===== config.mk =====
export PLATFORM = sky130hd
export DESIGN_NAME = uart_rx_cfg
export DESIGN_NICKNAME = d
export VERILOG_FILES = /design/src/rtl/uart_rx_cfg.sv
export SDC_FILE = /design/constraint.sdc
export NUM_CORES = 1
export LEC_CHECK = 0
export ABC_AREA = 1
export CAP_MARGIN = 20
export CORE_UTILIZATION = 55
export DETAILED_ROUTE_END_ITERATION = 7
export PLACE_DENSITY_LB_ADDON = 0.08
export RECOVER_POWER = 50
export SLEW_MARGIN = 15
export SYNTH_ARGS = -nofsm -noshare
export SYNTH_HDL_FRONTEND = slang
export SYNTH_SLANG_ARGS = --single-unit

===== constraint.sdc =====
create_clock -name i_clk -period 1.7 [get_ports i_clk]
set_input_delay 0.34 -clock i_clk [delete_from_list [all_inputs] [get_ports i_clk]]
set_output_delay 0.34 -clock i_clk [all_outputs]
set_load 0.02 [all_outputs]

===== src/rtl/uart_rx_cfg.sv =====
// Configurable UART receiver: 5-9 data bits, optional parity, 1-2 stop bits,
// 3-sample majority voting, start-glitch rejection and break/framing/parity reporting.
module uart_rx_cfg #(
  parameter int unsigned CLK_FREQ  = 50_000_000,
  parameter int unsigned BAUD      = 115200,
  parameter int unsigned DATA_BITS = 8,
  parameter int unsigned PARITY    = 0,
  parameter int unsigned STOP_BITS = 1
) (
  input  logic                 i_clk,
  input  logic                 i_rst_n,
  input  logic                 i_rx,
  output logic [DATA_BITS-1:0] o_data,
  output logic                 o_dv,
  output logic                 o_parity_err,
  output logic                 o_frame_err,
  output logic                 o_break,
  output logic                 o_busy
);

  localparam int unsigned Cpb  = CLK_FREQ / BAUD;
  localparam int unsigned Half = Cpb / 2;
  localparam int unsigned CntW = (Cpb > 1) ? $clog2(Cpb) : 1;
  localparam int unsigned IdxW = 4;
  localparam logic        HasParity = (PARITY != 0);
  localparam logic        OddParity = (PARITY == 1);

  if (Cpb < 8) begin : gen_bad_cpb
    $error("uart_rx_cfg: CLK_FREQ/BAUD must give at least 8 clocks per bit");
  end
  if (DATA_BITS < 5 || DATA_BITS > 9) begin : gen_bad_data_bits
    $error("uart_rx_cfg: DATA_BITS must be 5..9");
  end
  if (PARITY > 2) begin : gen_bad_parity
    $error("uart_rx_cfg: PARITY must be 0, 1 or 2");
  end
  if (STOP_BITS < 1 || STOP_BITS > 2) begin : gen_bad_stop_bits
    $error("uart_rx_cfg: STOP_BITS must be 1 or 2");
  end

  typedef enum logic [2:0] {
    StIdle,
    StStart,
    StData,
    StParity,
    StStop,
    StWaitHigh
  } state_e;

  state_e               state_q, state_d;
  logic                 sync1_q, sync1_d;
  logic                 sync2_q, sync2_d;
  logic [1:0]           vld_q, vld_d;
  logic                 armed_q, armed_d;
  logic [CntW-1:0]      cnt_q, cnt_d;
  logic                 s0_q, s0_d;
  logic                 s1_q, s1_d;
  logic [DATA_BITS-1:0] shift_q, shift_d;
  logic [IdxW-1:0]      idx_q, idx_d;
  logic                 par_q, par_d;
  logic                 stop1_q, stop1_d;
  logic                 fe_q, fe_d;
  logic [DATA_BITS-1:0] data_q, data_d;
  logic                 dv_q, dv_d;
  logic                 perr_q, perr_d;
  logic                 ferr_q, ferr_d;
  logic                 brk_q, brk_d;

  logic rxs;
  logic decide;
  logic vote;
  logic fe_next;
  logic first_stop;

  assign rxs    = sync2_q;
  assign decide = (cnt_q == CntW'(Half + 1));
  // Two earlier samples are held in s0/s1; the third is the live line.
  assign vote   = (s0_q & s1_q) | (s0_q & rxs) | (s1_q & rxs);

  always_comb begin
    sync1_d = i_rx;
    sync2_d = sync1_q;
    // The sync flops reset high, so only trust rxs once real samples have arrived.
    vld_d   = {vld_q[0], 1'b1};
    armed_d = armed_q | (vld_q[1] & rxs);

    state_d = state_q;
    cnt_d   = cnt_q;
    s0_d    = s0_q;
    s1_d    = s1_q;
    shift_d = shift_q;
    idx_d   = idx_q;
    par_d   = par_q;
    stop1_d = stop1_q;
    fe_d    = fe_q;

    data_d  = data_q;
    dv_d    = 1'b0;
    perr_d  = perr_q;
    ferr_d  = ferr_q;
    brk_d   = brk_q;

    fe_next    = fe_q | ~vote;
    first_stop = (idx_q == '0) ? vote : stop1_q;

    if (state_q != StIdle) begin
      cnt_d = (cnt_q == CntW'(Cpb - 1)) ? '0 : cnt_q + CntW'(1);
    end
    if (cnt_q == CntW'(Half - 1)) s0_d = rxs;
    if (cnt_q == CntW'(Half))     s1_d = rxs;

    unique case (state_q)
      StIdle: begin
        if (armed_q && !rxs) begin
          state_d = StStart;
          cnt_d   = '0;
        end
      end
      StStart: begin
        if (decide) begin
          if (vote) begin
            state_d = StIdle;
          end else begin
            state_d = StData;
            idx_d   = '0;
            fe_d    = 1'b0;
          end
        end
      end
      StData: begin
        if (decide) begin
          shift_d = {vote, shift_q[DATA_BITS-1:1]};
          idx_d   = idx_q + IdxW'(1);
          if (idx_q == IdxW'(DATA_BITS - 1)) begin
            state_d = HasParity ? StParity : StStop;
            idx_d   = '0;
          end
        end
      end
      StParity: begin
        if (decide) begin
          par_d   = vote;
          state_d = StStop;
        end
      end
      StStop: begin
        if (decide) begin
          if (idx_q == '0) stop1_d = vote;
          if (idx_q == IdxW'(STOP_BITS - 1)) begin
            data_d  = shift_q;
            dv_d    = 1'b1;
            perr_d  = HasParity & (par_q != ((^shift_q) ^ OddParity));
            brk_d   = (shift_q == '0) & ~(HasParity & par_q) & ~first_stop;
            ferr_d  = fe_next;
            fe_d    = fe_next;
            // Leave mid-stop on a clean frame so a back-to-back start is not missed.
            state_d = fe_next ? StWaitHigh : StIdle;
          end else begin
            fe_d  = fe_next;
            idx_d = idx_q + IdxW'(1);
          end
        end
      end
      StWaitHigh: begin
        if (rxs) state_d = StIdle;
      end
      default: state_d = StIdle;
    endcase
  end

  always_ff @(posedge i_clk or negedge i_rst_n) begin
    if (!i_rst_n) begin
      state_q <= StIdle;
      sync1_q <= 1'b1;
      sync2_q <= 1'b1;
      vld_q   <= '0;
      armed_q <= 1'b0;
      cnt_q   <= '0;
      s0_q    <= 1'b1;
      s1_q    <= 1'b1;
      shift_q <= '0;
      idx_q   <= '0;
      par_q   <= 1'b0;
      stop1_q <= 1'b1;
      fe_q    <= 1'b0;
      data_q  <= '0;
      dv_q    <= 1'b0;
      perr_q  <= 1'b0;
      ferr_q  <= 1'b0;
      brk_q   <= 1'b0;
    end else begin
      state_q <= state_d;
      sync1_q <= sync1_d;
      sync2_q <= sync2_d;
      vld_q   <= vld_d;
      armed_q <= armed_d;
      cnt_q   <= cnt_d;
      s0_q    <= s0_d;
      s1_q    <= s1_d;
      shift_q <= shift_d;
      idx_q   <= idx_d;
      par_q   <= par_d;
      stop1_q <= stop1_d;
      fe_q    <= fe_d;
      data_q  <= data_d;
      dv_q    <= dv_d;
      perr_q  <= perr_d;
      ferr_q  <= ferr_d;
      brk_q   <= brk_d;
    end
  end

  assign o_data       = data_q;
  assign o_dv         = dv_q;
  assign o_parity_err = perr_q;
  assign o_frame_err  = ferr_q;
  assign o_break      = brk_q;
  assign o_busy       = (state_q != StIdle);

endmodule


==> qor.csv <==
stage,metric,value,unit
run_status,status,"finished, final reports clean",
routing,drc,0,
clock_network,cts.sinks,44,
global_route,grt_use_met3,0.0462,
global_route,busiest_layer,met2,
clock_network,clk_latency,0.30,ns
setup_path,endpoint_kind,primary output,
sta,timing.final.crit_share,0.953,
sta,relSlewSlack,0.294,
routing,drtIter0Drc,189,
clock_network,cts_made_buffers,5,
global_route,grt_usage,0.223,
layout,layout_commonest_cell,nand2_1,
clock_network,cts_tree,done,
routing,viasPerCell,5.04,
setup_path,r2r_slack,0.12,ns
pwr,max-vdd-ir-drop,1.06,mV
placed_design,place_area,2530,sq um
sta,hold_viol,0,
routing,drt_first_pass_iters,5,
setup_path,setup.worst_path.start_class,register,
layout,syn_to_final_growth,15.6,%
global_route,antenna_found_initial,0,
setup_path,reg2regPathDepth,8,
floorplan,die_w,67.0,um
global_route,grt_use_met1,0.291,
layout,nets,331,
yosys,syn_inst,300,
floorplan,chipHeight,67.0,um
pwr,p_per_area,1170,nW/um^2
yosys,ys.warnings.count,0,
clock_network,cts_root_buf,clkbuf_8,
clock_network,ctsHtreeMaxLevel,2,
floorplan,die_area,4490,sq um
setup_path,slowest_delay,0.45,ns
layout,drive_above_1_share,0.136,
global_route,gr-usage-met2,0.364,
routing,wl,4440,um
placed_design,port_buffers,14,
setup_path,setup.worst_path.class,register to primary output,
sta,fmax,0.617,GHz
yosys,synth_fp_nets,309,
yosys,post_synth_num_cell_types,27,
setup_path,cp.arrival,1.28,ns
flow_run,maxCapViolCount,0,
sta,fin_worst_skew,0.00883,ns
setup_path,cp_max_fo,6,
sta,maxSlewViolCount,0,
setup_path,crit_chain,"nor2_2, nand2_1, dlygate4sd2_1",
global_route,grt_overflow_total,0,
yosys,synth-seq-area-share,0.476,
sta,tightest_slew,1.06,ns
yosys,synth_area_per_cell,7.75,sq um
layout,fin_area,2690,sq um
layout,final_cell_mix,"nand2_1 (104), dfrtp_1 (38), inv_1 (36), nor2_1 (24), nand3_1 (20)",
yosys,syn_area,2330,sq um
layout,antenna_cells,0,
placed_design,dp_hpwl,3220,um
floorplan,start_util,0.577,
yosys,ys_seq_elements,44,
worst_hold_path,hp-class,input port to async pin,
setup_path,crit_path_top_delay_cell,dfrtp_2,
global_route,grt_max_degree,45,
clock_network,hold_buffers,0,
routing,vias,1880,
clock_network,clockBufferDepth,2,
floorplan,num_rows,23,
placed_design,gp_congestion,0.811,
clock_network,cts.clk_slew.worst_paths,0.09,ns
global_route,grt_pass1_wl,7500,um
routing,avgRoutedWirePerCell,11.9,um
routing,ant_nets,0,
setup_path,required,1.36,ns
pwr,leakage,1.33,nW
pwr,finalPower,3.15,mW
global_route,grt_pass1_vias,1744,
floorplan,pin_count,16,
sta,setup_violations,0,
layout,fin_util,0.667,
sta,finalCriticalPeriod,1.62,ns
floorplan,core,4030,sq um
sta,timing.setup.tns,0,ns
## final timing paths
check	start	endpoint
setup / recovery	state_q[1]	o_busy
hold / removal	i_rst_n	o_data[0]
setup reg to reg	idx_q[0]	o_data[2]
hold reg to reg	vld_q[0]	vld_q[1]
max in group asynchronous	i_rst_n	state_q[1]
min in group i_clk	vld_q[0]	vld_q[1]
## worst max-delay path: cells and delay by family, from the launching register on
| family | cells | cell delay [ns] |
|---|---|---|
| DFF | 1 | 0.45 |
| and+or+nand+nor | 2 | 0.22 |
| buffers and inverters | 1 | 0.32 |
## state kept, by name, indices dropped and copies added, names as in the netlist
signal,cells
o_data,8
s0_q,1
o_break,1
armed_q,1
shift_q,8
o_frame_err,1
state_q,3
idx_q,4
s1_q,1
stop1_q,1
o_dv,1
rxs,1
vld_q,2
sync1_q,1
cnt_q,9
fe_q,1
## per-stage QoR
| stage | hold WS, ns | cells | worst slack [ns] |
|---|---|---|---|
| floorplan | 0.0444 | 300 | 0.242 |
| global placement | 0.331 | 365 | 0.151 |
| detailed placement | 0.336 | 365 | 0.0887 |
| CTS | 0.00827 | 373 | 0.0522 |
| global route | 0.366 | 373 | -0.00549 |
| finish | 0.305 | 373 | 0.0794 |
## logic make-up after synthesis
logic type      Yosys count  synth area share
flops                    44             0.476
compound gates           35            0.0963
xor+xnor                  3            0.0113
fa+ha+maj                 6            0.0323
simple gates            166             0.297
buf+inv                  44            0.0834
other cells               2           0.00323
## Yosys cell counts
| cell | instances | area share |
|---|---|---|
| a21boi_0 | 1 | 0.0032 |
| o21ai_2 | 11 | 0.041 |
| nor2_1 | 24 | 0.039 |
| ha_1 | 6 | 0.032 |
| a21o_1 | 1 | 0.0032 |
| nand3_2 | 1 | 0.0043 |
| nand4_1 | 4 | 0.011 |
| conb_1 | 2 | 0.0032 |
| o21ai_1 | 7 | 0.015 |
| o21ai_0 | 10 | 0.022 |
| xnor2_1 | 1 | 0.0038 |
| nand3_1 | 20 | 0.043 |
| buf_6 | 3 | 0.015 |
| dfstp_2 | 5 | 0.056 |
| xor2_1 | 2 | 0.0075 |
| nor3_1 | 4 | 0.0086 |
| nor2_2 | 6 | 0.016 |
| buf_2 | 1 | 0.0021 |
| dfrtp_1 | 39 | 0.42 |
| inv_1 | 36 | 0.058 |
| o22ai_1 | 2 | 0.0054 |
| inv_2 | 2 | 0.0032 |
| nand2_1 | 104 | 0.17 |
| a21oi_1 | 3 | 0.0065 |
| nand2_2 | 3 | 0.0081 |
| buf_4 | 1 | 0.0032 |
| clkinv_2 | 1 | 0.0021 |
## layout make-up
cell class,count,area (sq um)
Multi-Input combinational cell,212,1030
Timing Repair Buffer,20,176
Inverter,39,148
Clock buffer,5,68.8
Clock inverter,3,90.1
Fill cell,349,1340
Tap cell,50,62.6
Sequential cell,44,1110
## timing repair
| action | CTS | global route |
|---|---|---|
| gates resized for setup | 1 | 3 |
| setup endpoints to repair | 1 | 10 |
| setup buffers | 0 | 0 |
| pin swaps | 0 | 0 |
## layer usage
layer,wire (um),part of all wire,vias to the layer above
li1,-,-,976
met1,2170,0.49,865
met2,2050,0.46,34
met5,0,0,-
met4,57,0.013,0
met3,155,0.035,5
## where the power goes
group | total, mW | internal [mW] | leakage, nW | switching (mW)
Clock | 1.10 | 0.735 | 0.0784 | 0.363
Sequential | 1.21 | 1.13 | 0.577 | 0.0876
Combinational | 0.840 | 0.291 | 0.677 | 0.549
(Power assumes the default switching activity.)
